`src/rtl/sync_rptr_pipe.sv`:
```
// sync_rptr_pipe: multi-flop Gray read-pointer synchronizer with binary conversion, advance delta and warm-up flag
module sync_rptr_pipe #(
  parameter int ADDRSIZE    = 4,
  parameter int SYNC_STAGES = 2
) (
  input  logic                wclk,
  input  logic                wrst,
  input  logic [ADDRSIZE:0]   rptr,
  output logic [ADDRSIZE:0]   wq_rptr_gray,
  output logic [ADDRSIZE:0]   wq_rptr_bin,
  output logic [ADDRSIZE:0]   rptr_delta,
  output logic                rptr_adv,
  output logic                sync_valid
);
  localparam int W = ADDRSIZE + 1;
  localparam logic [2:0] WARM = 3'(SYNC_STAGES + 1);
  if (SYNC_STAGES < 2 || SYNC_STAGES > 4) begin : g_bad_stages
    $error("SYNC_STAGES must be in 2..4");
  end
  logic [W-1:0] sync_q [SYNC_STAGES];
  logic [W-1:0] sync_d [SYNC_STAGES];
  logic [W-1:0] bin_q, bin_d, delta_q, delta_d;
  logic         adv_q, adv_d, valid_q, valid_d;
  logic [2:0]   cnt_q, cnt_d;
  // delta is only trusted once the chain holds post-reset samples
  always_comb begin
    sync_d[0] = rptr;
    for (int i = 1; i < SYNC_STAGES; i++) sync_d[i] = sync_q[i-1];
    bin_d = '0;
    for (int i = 0; i < W; i++) bin_d[i] = ^(sync_q[SYNC_STAGES-1] >> i);
    cnt_d   = (cnt_q == WARM) ? cnt_q : cnt_q + 3'd1;
    valid_d = valid_q | (cnt_q == WARM);
    delta_d = valid_q ? bin_d - bin_q : '0;
    adv_d   = delta_d != '0;
  end
  always_ff @(posedge wclk) begin
    if (wrst) begin
      for (int i = 0; i < SYNC_STAGES; i++) sync_q[i] <= '0;
      bin_q   <= '0;
      delta_q <= '0;
      adv_q   <= 1'b0;
      valid_q <= 1'b0;
      cnt_q   <= '0;
    end else begin
      for (int i = 0; i < SYNC_STAGES; i++) sync_q[i] <= sync_d[i];
      bin_q   <= bin_d;
      delta_q <= delta_d;
      adv_q   <= adv_d;
      valid_q <= valid_d;
      cnt_q   <= cnt_d;
    end
  end
  assign wq_rptr_gray = sync_q[SYNC_STAGES-1];
  assign wq_rptr_bin  = bin_q;
  assign rptr_delta   = delta_q;
  assign rptr_adv     = adv_q;
  assign sync_valid   = valid_q;
endmodule
```
`config.mk`:
```
export PLATFORM = sky130hd
export DESIGN_NAME = sync_rptr_pipe
export DESIGN_NICKNAME = d
export VERILOG_FILES = /design/src/rtl/sync_rptr_pipe.sv
export SDC_FILE = /design/constraint.sdc
export NUM_CORES = 1
export LEC_CHECK = 0
export ABC_AREA = 1
export CAP_MARGIN = 30
export CELL_PAD_IN_SITES_DETAIL_PLACEMENT = 2
export CELL_PAD_IN_SITES_GLOBAL_PLACEMENT = 2
export CORE_MARGIN = 3
export CORE_UTILIZATION = 25
export DETAILED_ROUTE_END_ITERATION = 12
export PLACE_DENSITY_LB_ADDON = 0.3
export SYNTH_ARGS = -nofsm -noshare
export SYNTH_HDL_FRONTEND = slang
export SYNTH_SLANG_ARGS = --single-unit
```
`constraint.sdc`:
```
create_clock -name wclk -period 2.05 [get_ports wclk]
set_input_delay 0.3075 -clock wclk [delete_from_list [all_inputs] [get_ports wclk]]
set_output_delay 0.3075 -clock wclk [all_outputs]
set_load 0.05 [all_outputs]
```
* Word level (Yosys, flattened, before mapping) *
Memory sizes are Yosys's and may differ from the RTL's.
Index checks and enable logic that the tools add are counted.

storage, ports and cells
  register bits after elaboration = 15
  memory bits (writable) = 10
  logic and storage cells = 24
  memories kept = 1

memories
  name    depth  bits a word  read ports  clocked after Yosys merged registers in  write ports  line  RTL
  sync_q  2      5            2           0                                        2            20    logic [W-1:0] sync_q [SYNC_STAGES];

cells by class
  add/subtract/negate cells = 2
  equal/unequal tests = 1
  multiplexer cells = 6
  bitwise logic cells = 3
  reductions and logical operators = 6

operators with widths
  cell                                                                   count
  5-bit XOR reduction                                                    5
  5-bit 2-to-1 mux                                                       3
  5-bit nonzero test                                                     1
  5-bit subtractor                                                       1
  3-bit by 1-bit adder with 3-bit output, second input constant          1
  3-bit by 2-bit equality test with 1-bit output, second input constant  1
  1-bit 2-to-1 mux                                                       3
  1-bit OR                                                               3

* Logic depth before layout (Yosys ltp) *
  depth in word-level cells = 4
  gate-level depth with buffers = 18
  gate-level depth less buffers = 17

* Worst setup path before layout *
OpenSTA, ideal clock, no wires.

  path kind = flip-flop to flip-flop
  start point = mem sync_q[0][6] (netlist name)
  end point = reg adv_q (netlist: rptr_adv)
  library setup time = 0.121 ns
  data arrival time = 2.130 ns
  setup slack = -0.202 ns
  stages on the path, launching flop included = 16
  clock period less this slack = 2.252 ns
  path through = dfxtp_1 -> inv_1 -> nand2_2 -> nand2_4 -> nand2_1 -> nand3_1 -> nand2_1 -> inv_1 -> ha_1 -> inv_1 -> fa_1 -> nand2_1 -> o21a_1 -> nand2_1 -> nand2_1 -> nand3_1

RTL lines
  what                  line  RTL
  start, declared       20
  end signal, assigned  48    adv_q <= adv_d;
  end, declared         23    logic adv_q, adv_d, valid_q, valid_d;

==> results.md <==
- DRC errors left: 0
- DP HPWL: 2000 um
- Slowest stage delay, CP: 0.43 ns
- Layout Nets: 171
- Final Setup Violations: 0
- Overall global routing resource usage: 0.106
- Synth Instances: 128
- Drt via density: 4.31
- WL met2: 1390 um
- Clk sinks: 25
- Full die area: 5070 um2
- CTS Hold Bufs: 0
- Fmax: 0.510 GHz
- Min-Delay Startpoint: sync_q[0][0]
- Syn Area/Cell: 8.31 um2
- DIE HEIGHT: 71.2 um
- Pleak: 0.703 nW
- Cell Rows: 23
- Slowest stage cell, crit path: fa_2
- Synthesized area: 1060 um2
- Syn_nets: 142
- Worst Tran Pin Value: 0.501 ns
- Core Region: 4060 um2
- Sw Pwr: 0.000427 W
- Critical Path Sink Type: register
- Total CTS buffers: 3
- WP data arrival: 2.13 ns
- Status: completed
- Global-route wire length before repair: 4270 um
- CTS Root Cell: clkbuf_8
- Distinct cells, synth: 22
- Vias: 888
- Worst Skew: 0.000897 ns
- Placed cell area: 1360 um2
- IO Port Bufs: 23
- Clock Power Share: 0.240
- Total Wirelength: 2510 um
- Final core occ: 0.377
- Flops & latches, synth: 25
- DRT met1 WL: 973 um
- Drt wl/cell: 12.2 um
- Critical Path RT: 2.22 ns
- Relative slew margins: 0.665
- Area Overhead vs Synth: 43.9%
- Worst skew pair latency: 0.27 ns
- Ports: 24
- Switch share: 0.344
- Period Utilization, post-route: 0.956
- Crit Path Category: reg2reg
- Grt ovf: 0
- Worst reg2reg startpoint: sync_q[0][6]
- Wire length on met3: 116 um
- Reg area: 517 um2
- H-tree depth: 1
- Hold depth: 2
- Combinational power share: 0.306
- Max-cap violations: 0
- CTS max path bufs: 2
- Die Width: 71.2 um
- Area of the multi-input gates: 527 um2
- Fin area: 1530 um2
- Pint: 0.000814 W
- Largest net degree at the start of global routing: 15
- Highest routed layer: met4
- Layout cells sized above 1: 0.263
- TritonCTS clock tree: built
- Worst path cell trace: inv_4, nand2_4, nand2_4, nand2_4, nand3_2, nand2_2, inv_2, ha_4, inv_4, fa_2, nand2_2, o21a_1, nand2_1, nand2_1, nand3_2
- FF-to-FF End: rptr_adv
- Initial Util: 0.262
- Final Hold Fails: 0
- Reg clk slew, reported paths: 0.09 ns
- WHS Endpoint: sync_q[0][5]
- CP startpoint kind: register
- R2R Setup Slk: 0.09 ns
- Detailed Routing Iterations Pass 1: 2
- Initial drt markers: 36
- Initial antenna violation count: 0
- Peak VDD IR: 312 uV
- Pwr Density: 811 nW/um2
- Final Slew Violations: 0
- RSZ-0062 raised after global routing: yes
- Fillers: 453
- Fin Hold WS: 0.400 ns
- Worst Reg-to-Reg Cells: 15
- Ant. Diodes: 0
- Yosys warnings: 0
- Most frequent CP cell: nand2_4
- Worst min-delay path class: reg2reg
- Sequential share of power: 0.453
- Vias in the first global route: 988
- RD Place Congestion: 0.851
- Register area share after synthesis: 0.471
- Worst Path Max Fanout: 3
- Antenna Nets Post-Route: 0
- Min Tclk post-route: 1.96 ns
## through the flow
step / total power, W / setup slack (ns) / setup TNS, ns / instances
finish: 0.00124 / 0.0910 / 0 / 206
global placement: 0.000892 / 0.0205 / 0 / 200
CTS: 0.00125 / -0.00286 / -0.00286 / 205
floorplan: 0.000806 / 0.0593 / 0 / 128
global route: 0.00133 / -0.0375 / -0.0375 / 206
detailed placement: 0.000921 / -0.115 / -0.187 / 200
## flip-flops by register name, indices dropped and copies added (netlist names)
register	cells
wq_rptr_bin	5
rptr_adv	1
sync_q	10
rptr_delta	5
cnt_q	3
sync_valid	1
## synth_stat cells
cell type,count,share of area
dfxtp_1,25,0.47
inv_1,25,0.088
nor2_1,19,0.067
nand2_1,13,0.046
nand3_1,9,0.042
ha_1,6,0.071
xor2_1,6,0.049
a21oi_1,5,0.024
o21ai_1,3,0.014
and2_1,2,0.012
buf_2,2,0.0094
inv_2,2,0.0071
nand2_2,2,0.012
buf_4,1,0.0071
buf_6,1,0.011
fa_1,1,0.019
inv_4,1,0.0059
nand2_4,1,0.011
nor3_1,1,0.0047
o21a_1,1,0.0071
xnor2_1,1,0.0082
xnor2_2,1,0.015
## cells in the final DEF, fill, tap and decap left out
cell type and count:
o21ai_2 1, o21ai_1 2, a21oi_1 5, inv_2 4, ha_1 5, dfxtp_4 4
nand3_2 4, xnor2_4 1, nand2_1 8, dfxtp_1 20, nand2_4 4, nor3_1 1
buf_4 6, clkdlybuf4s50_1 22, xor2_1 5, nor2_1 18, xnor2_1 1, nand2_2 4
nand3_1 4, inv_1 21, o21a_1 1, inv_4 3, and2_1 2, ha_4 1
fa_2 1, nor2_2 1, dfxtp_2 1, clkinv_2 1, xor2_2 1, nand3_4 1
clkbuf_8 3
## power by group through the flow
stage | sequential [W] | clock [W] | combinational [W]
2_1_floorplan | 0.000646 | 0 | 0.000160
3_3_place_gp | 0.000569 | 0 | 0.000323
3_5_place_dp | 0.000575 | 0 | 0.000346
4_1_cts | 0.000564 | 0.000312 | 0.000371
5_1_grt | 0.000569 | 0.000335 | 0.000423
6_report | 0.000563 | 0.000298 | 0.000380
## routing by layer
layer | vias up | global-route usage
met2 | 19 | 0.203
met1 | 431 | 0.109
met4 | 0 | 0.0376
met3 | 5 | 0.0281
li1 | 433 | -
met5 | - | 0
## final cells by class
type / instances / share of cell area
timing repair buffer: 28 / 0.173
tap: 50 / 0.0409
clock inverter: 1 / 0.00327
clock buffer: 3 / 0.0270
sequential: 25 / 0.338
inverter: 28 / 0.0736
multi-input combinational: 71 / 0.344
## worst max-delay path, delay by kind of cell, from the launching register on
family / cells / cell delay (ns)
AO/OA/AOI/OAI: 1 / 0.11
buffers and inverters: 3 / 0.13
AND/OR/NAND/NOR: 9 / 0.65
adder cells (fa/ha/maj): 2 / 0.58
flip-flops: 1 / 0.39
## what timing repair did
action	in CTS	in global routing
pin swaps	4	6
setup endpoints to repair	2	3
resized for setup	16	15
buffers inserted	1	1
## how the worst max path moves through the flow
| stage | from | endpoint | slack (ns) | depth (start not counted) |
|---|---|---|---|---|
| global placement | sync_q[0][9] | rptr_adv | 0.02 | 15 |
| CTS | sync_q[0][9] | rptr_adv | -0.003 | 17 |
| global route | sync_q[0][6] | rptr_adv | -0.04 | 15 |
| detailed placement | sync_q[0][9] | rptr_adv | -0.12 | 15 |
| finish | sync_q[0][6] | rptr_adv | 0.09 | 15 |
| floorplan | sync_q[0][8] | rptr_adv | 0.06 | 12 |
## kinds of logic after synthesis
family | share of synthesized area
adder cells (fa/ha/maj) | 0.0894
flip-flops | 0.471
XOR/XNOR | 0.0729
buffers and inverters | 0.128
AO/OA/AOI/OAI | 0.0447
AND/OR/NAND/NOR | 0.194
Power figures use the tool's default switching activity.
